===== src/rtl/seg_scan_controller.sv =====
// Round-robin scan of the shared 4-digit seven-segment bus, with blanking gaps,
// leading-zero suppression and frame-synchronous double-buffered digit data.
module seg_scan_controller #(
    parameter int SCAN_DIV     = 4,
    parameter int BLANK_CYCLES = 1
) (
    input  logic        clock,
    input  logic        reset,
    input  logic        enable,
    input  logic [15:0] digits,
    input  logic        load,
    input  logic        lz_blank,
    output logic        load_ack,
    output logic        frame_start,
    output logic [3:0]  AN,
    output logic [6:0]  C
);
    localparam int            SW        = $clog2(SCAN_DIV);
    localparam logic [SW-1:0] SLOT_LAST = SW'(SCAN_DIV - 1);
    localparam logic [SW-1:0] BLANK_END = SW'(BLANK_CYCLES);

    typedef enum logic [1:0] {S_IDLE, S_BLANK, S_DRIVE} state_t;

    state_t          r_state, w_state_nxt;
    logic [SW-1:0]   r_slot, w_slot_nxt;
    logic [1:0]      r_idx, w_idx_nxt;
    logic [3:0][3:0] r_disp, r_pend_buf, w_disp_nxt;
    logic            r_pend;
    logic            w_boundary, w_commit;
    logic            w_z3, w_z2, w_z1;
    logic [3:0]      w_lz, w_an, w_digit;
    logic [6:0]      w_c;

    function automatic logic [6:0] seg(input logic [3:0] v);
        case (v)
            4'd0:    seg = 7'b1000000;
            4'd1:    seg = 7'b1111001;
            4'd2:    seg = 7'b0100100;
            4'd3:    seg = 7'b0110000;
            4'd4:    seg = 7'b0011001;
            4'd5:    seg = 7'b0010010;
            4'd6:    seg = 7'b0000010;
            4'd7:    seg = 7'b1111000;
            4'd8:    seg = 7'b0000000;
            4'd9:    seg = 7'b0010000;
            default: seg = 7'b0111111;
        endcase
    endfunction

    // State register: FSM state plus slot/digit position.
    always_ff @(posedge clock or negedge reset) begin
        if (!reset) begin
            r_state <= S_IDLE;
            r_slot  <= '0;
            r_idx   <= '0;
        end else begin
            r_state <= w_state_nxt;
            r_slot  <= w_slot_nxt;
            r_idx   <= w_idx_nxt;
        end
    end

    // Next state: leaving IDLE lands on slot 0 of digit 0; the 2-bit index wraps 3->0.
    always_comb begin
        w_slot_nxt = '0;
        w_idx_nxt  = '0;
        if (enable && r_state != S_IDLE) begin
            if (r_slot == SLOT_LAST) begin
                w_idx_nxt = r_idx + 2'd1;
            end else begin
                w_slot_nxt = r_slot + 1'b1;
                w_idx_nxt  = r_idx;
            end
        end
        if (!enable)
            w_state_nxt = S_IDLE;
        else if (w_slot_nxt < BLANK_END)
            w_state_nxt = S_BLANK;
        else
            w_state_nxt = S_DRIVE;
    end

    assign w_boundary = enable && (w_slot_nxt == '0) && (w_idx_nxt == 2'd0);
    assign w_commit   = w_boundary && r_pend;
    assign w_disp_nxt = w_commit ? r_pend_buf : r_disp;

    // A load coinciding with a boundary stays pending; the boundary commits the older value.
    always_ff @(posedge clock or negedge reset) begin
        if (!reset) begin
            r_disp     <= '0;
            r_pend_buf <= '0;
            r_pend     <= 1'b0;
        end else begin
            if (load)
                r_pend_buf <= digits;
            if (w_commit)
                r_disp <= r_pend_buf;
            if (load)
                r_pend <= 1'b1;
            else if (w_boundary)
                r_pend <= 1'b0;
        end
    end

    assign w_z3    = (w_disp_nxt[3] == 4'd0);
    assign w_z2    = (w_disp_nxt[2] == 4'd0);
    assign w_z1    = (w_disp_nxt[1] == 4'd0);
    assign w_lz    = {lz_blank && w_z3, lz_blank && w_z3 && w_z2,
                      lz_blank && w_z3 && w_z2 && w_z1, 1'b0};
    assign w_digit = w_disp_nxt[w_idx_nxt];

    // Output decode works on the post-edge position and buffer so the registers line up.
    always_comb begin
        w_an = 4'b1111;
        w_c  = 7'b1111111;
        if (w_state_nxt == S_DRIVE && !w_lz[w_idx_nxt]) begin
            w_an[w_idx_nxt] = 1'b0;
            w_c             = seg(w_digit);
        end
    end

    always_ff @(posedge clock or negedge reset) begin
        if (!reset) begin
            AN          <= 4'b1111;
            C           <= 7'b1111111;
            frame_start <= 1'b0;
            load_ack    <= 1'b0;
        end else begin
            AN          <= w_an;
            C           <= w_c;
            frame_start <= w_boundary;
            load_ack    <= w_commit;
        end
    end
endmodule

===== config.mk =====
export PLATFORM = sky130hd
export DESIGN_NAME = seg_scan_controller
export DESIGN_NICKNAME = d
export VERILOG_FILES = /design/src/rtl/seg_scan_controller.sv
export SDC_FILE = /design/constraint.sdc
export NUM_CORES = 1
export LEC_CHECK = 0
export CAP_MARGIN = 10
export CORE_MARGIN = 3
export CORE_UTILIZATION = 45
export DETAILED_ROUTE_END_ITERATION = 7
export PLACE_DENSITY = 0.68
export SLEW_MARGIN = 20
export SYNTH_ARGS = -nofsm -noshare
export SYNTH_HDL_FRONTEND = slang
export SYNTH_SLANG_ARGS = --single-unit

===== constraint.sdc =====
create_clock -name clock -period 5.9 [get_ports clock]
set_input_delay 0.59 -clock clock [delete_from_list [all_inputs] [get_ports clock]]
set_output_delay 0.59 -clock clock [all_outputs]
set_load 0.01 [all_outputs]

==> flow_summary.json <==
{
  "outcome": "completed",
  "post_drt_wl_per_cell_um": 14.42,
  "endpoint": "C[4]",
  "max-vdd-ir-drop_mv": 0.2713,
  "tightest_slew_ns": 0.8165,
  "rsz0062_at_grt": "no",
  "critPathSlowestCell": "mux2_2",
  "setup_viol": 0,
  "cp_slowest_stage_delay_ns": 0.42,
  "yosysWarnings": 0,
  "rrSetupSlack_ns": 2.75,
  "seqPwrFrac_pct": 39.7,
  "switchingPower_mw": 0.4193,
  "fin_crit_sh_pct": 53.39,
  "layout-drive-gt1-share_pct": 27.75,
  "core_mm2": 0.005140,
  "path_clk_slew_ns": 0.09,
  "wl_um": 4282,
  "synth_edf_count": 0,
  "hp-class": "in -> async",
  "fin_crit_ns": 3.150,
  "clockBufferDepth": 2,
  "top_usage_layer": "met2",
  "antenna_found_initial": 0,
  "grt_overflow_total": 0,
  "crit_chain": "ha_1, o21ba_2, o21a_1, nand2_2, mux2_2, a211oi_2, inv_1, ha_1, nor3b_1, o31ai_2",
  "htree_num_levels": 2,
  "drt_iter0_drc": 67,
  "dieArea_mm2": 0.006272,
  "p_per_area_mw_per_mm2": 458.3,
  "start_util_pct": 46.91,
  "async_flop_share_pct": 100.0,
  "viasPerCell": 5.340,
  "first_pass_iters": 4,
  "maxSlewHeadroom_pct": 45.57,
  "cts-root-buf": "clkbuf_8",
  "yosysSeqAreaShare_pct": 54.54,
  "num_antenna_cells": 0,
  "vias": 1586,
  "drcViolationCount": 0,
  "setup.worst_path.end_class": "flop",
  "power_frac_comb_pct": 35.8,
  "ys_types": 51,
  "cts_made_buffers": 5,
  "rr_worst_depth": 10,
  "synth_ff_type": "dfrtp_1",
  "synth.area.top_cells": "dfrtp_1 43%, mux2_2 12%, dfstp_2 12%",
  "synth-seq-cells": 52,
  "r2r-start": "r_slot[0]",
  "use_met2_pct": 24.83,
  "fmax_ghz": 0.3174,
  "yosysMostFrequentCell": "dfrtp_1",
  "fin_area_mm2": 0.002944,
  "hpwl_um": 3073,
  "cts_resized": 0,
  "r2r-end": "C[4]",
  "synth_cells": 193,
  "cp_common_cell": "ha_1",
  "grtUsageMet3_pct": 3.401,
  "worstSetupStartpoint": "r_slot[0]",
  "die_w_um": 79.20,
  "synth_area_mm2": 0.002411,
  "place.gp.congestion": 0.7750,
  "worst_slack_ns": 2.750,
  "fin_tns_setup_ns": 0,
  "critPathMaxFanout": 20,
  "grt_pass1_wl_um": 7410,
  "post_synth.cell_area_avg_um2": 12.49,
  "cp.required_ns": 6.13,
  "post-place-ws_ns": 2.456,
  "cts_tree": "built",
  "p_int_mw": 0.9300,
  "die_h_um": 79.20,
  "postCtsSetupRepairBufs": 0,
  "pin_count": 34,
  "switching_share_pct": 31.07,
  "ant_nets": 0,
  "synth_common_cells": "41 x dfrtp_1, 26 x mux2_2, 15 x nand2_1",
  "leakagePower_nw": 1.247,
  "maxSlewViolCount": 0,
  "syn_to_final_growth_pct": 22.11,
  "max_cap_viol_count": 0,
  "fillerInstances": 464,
  "nNetsFinal": 253,
  "critical_path_class": "reg -> reg",
  "skew_ns": 0.003297,
  "track_usage_pct": 15.18,
  "place_area_mm2": 0.002785,
  "port_buffers": 33,
  "yosysTopAreaCell": "dfrtp_1",
  "synth.top_cell.area_share_pct": 42.55,
  "cts_hold_buffers": 0,
  "grt_pass1_vias": 1589,
  "syn_nets": 220,
  "use_met1_pct": 19.72,
  "holdWs_ns": 0.3819,
  "clock-sinks": 52,
  "clockPowerShare_pct": 24.4,
  "std_cell_rows": 26,
  "arrival_ns": 3.38,
  "hold_viol_final": 0,
  "grt_start_max_net_pins": 53,
  "insertion_delay_ns": 0.30,
  "startpoint_type": "flop"
}
==> placed cells by master, fill, tap and decap left out, types with 2 or more instances in the layout <==
cell	count
dfstp_2	11
ha_1	6
or3_4	2
nor3_1	4
clkbuf_8	5
inv_1	8
o21ai_1	4
o211ai_1	6
o21a_1	2
dfrtp_1	41
mux2i_1	7
nand2_1	15
nor4_1	3
or2_2	2
nand3_1	3
and3_1	2
nor2_1	7
a21oi_1	3
clkdlybuf4s50_1	32
bufinv_16	3
o21ai_0	4
mux2_2	26
and2_1	2
==> worst min path at each step <==
stage,startpoint,endpoint,cells past startpoint
2_1_floorplan,reset,frame_start,0
3_3_place_gp,r_disp[0],r_disp[0],1
3_5_place_dp,r_disp[0],r_disp[0],1
4_1_cts,reset,r_idx[0],2
5_1_grt,reset,r_pend_buf[13],2
6_report,reset,r_state[1],2
==> layout make-up <==
type / count / area [um^2] / area share [%]
Clock buffer: 5 / 68.82 / 2.337
Timing Repair Buffer: 34 / 332.8 / 11.30
Tap cell: 70 / 87.58 / 2.975
Inverter: 8 / 30.03 / 1.020
Clock inverter: 3 / 90.09 / 3.060
Sequential cell: 52 / 1315 / 44.67
Multi-Input combinational cell: 125 / 1020 / 34.64
==> per-layer routing <==
metal / routed length, um / vias up
met3: 180 / 7
met5: 0 / -
met2: 2040 / 34
li1: - / 756
met4: 68 / 0
met1: 1994 / 789
==> power by group through the flow <==
| stage | sequential (mW) | combinational (mW) | clock, mW |
|---|---|---|---|
| 3_3_place_gp | 0.539 | 0.480 | 0 |
| 3_5_place_dp | 0.543 | 0.488 | 0 |
| 5_1_grt | 0.549 | 0.538 | 0.352 |
| 4_1_cts | 0.537 | 0.489 | 0.335 |
| 6_report | 0.536 | 0.484 | 0.329 |
| 2_1_floorplan | 0.539 | 0.344 | 0 |
==> through the flow <==
stage / util (%) / total power, mW / instances
after floorplan: - / 0.8830 / 193
after global placement: 54.19 / 1.019 / 289
after detailed placement: 54.19 / 1.032 / 289
after CTS: 57.28 / 1.361 / 297
after global routing: 57.28 / 1.440 / 297
final: 57.28 / 1.349 / 297
==> worst max-delay path: cells and delay by family (launching register included) <==
| kind | cells | cell delay (ns) |
|---|---|---|
| buffers and inverters | 1 | 0.15 |
| AOI/OAI and AO/OA | 4 | 1.05 |
| adders and majority gates | 2 | 0.54 |
| DFF | 1 | 0.41 |
| muxes | 1 | 0.42 |
| and+or+nand+nor | 2 | 0.49 |
==> kinds of logic after synthesis <==
logic type	after synthesis	share of synthesized area [%]
AOI/OAI and AO/OA	31	9.548
xor gates and xnor gates	2	0.7267
DFF	52	54.54
and+or+nand+nor	51	12.30
adders and majority gates	6	3.114
buffers and inverters	16	3.165
muxes	35	16.61
==> state kept, by name, indices dropped and copies added (netlist names) <==
signal       flops
r_idx            2
frame_start      1
r_pend           1
r_pend_buf      16
AN               4
C                7
r_disp          16
r_slot           2
load_ack         1
r_state          2
No activity file was read; power rests on OpenSTA's default activity.
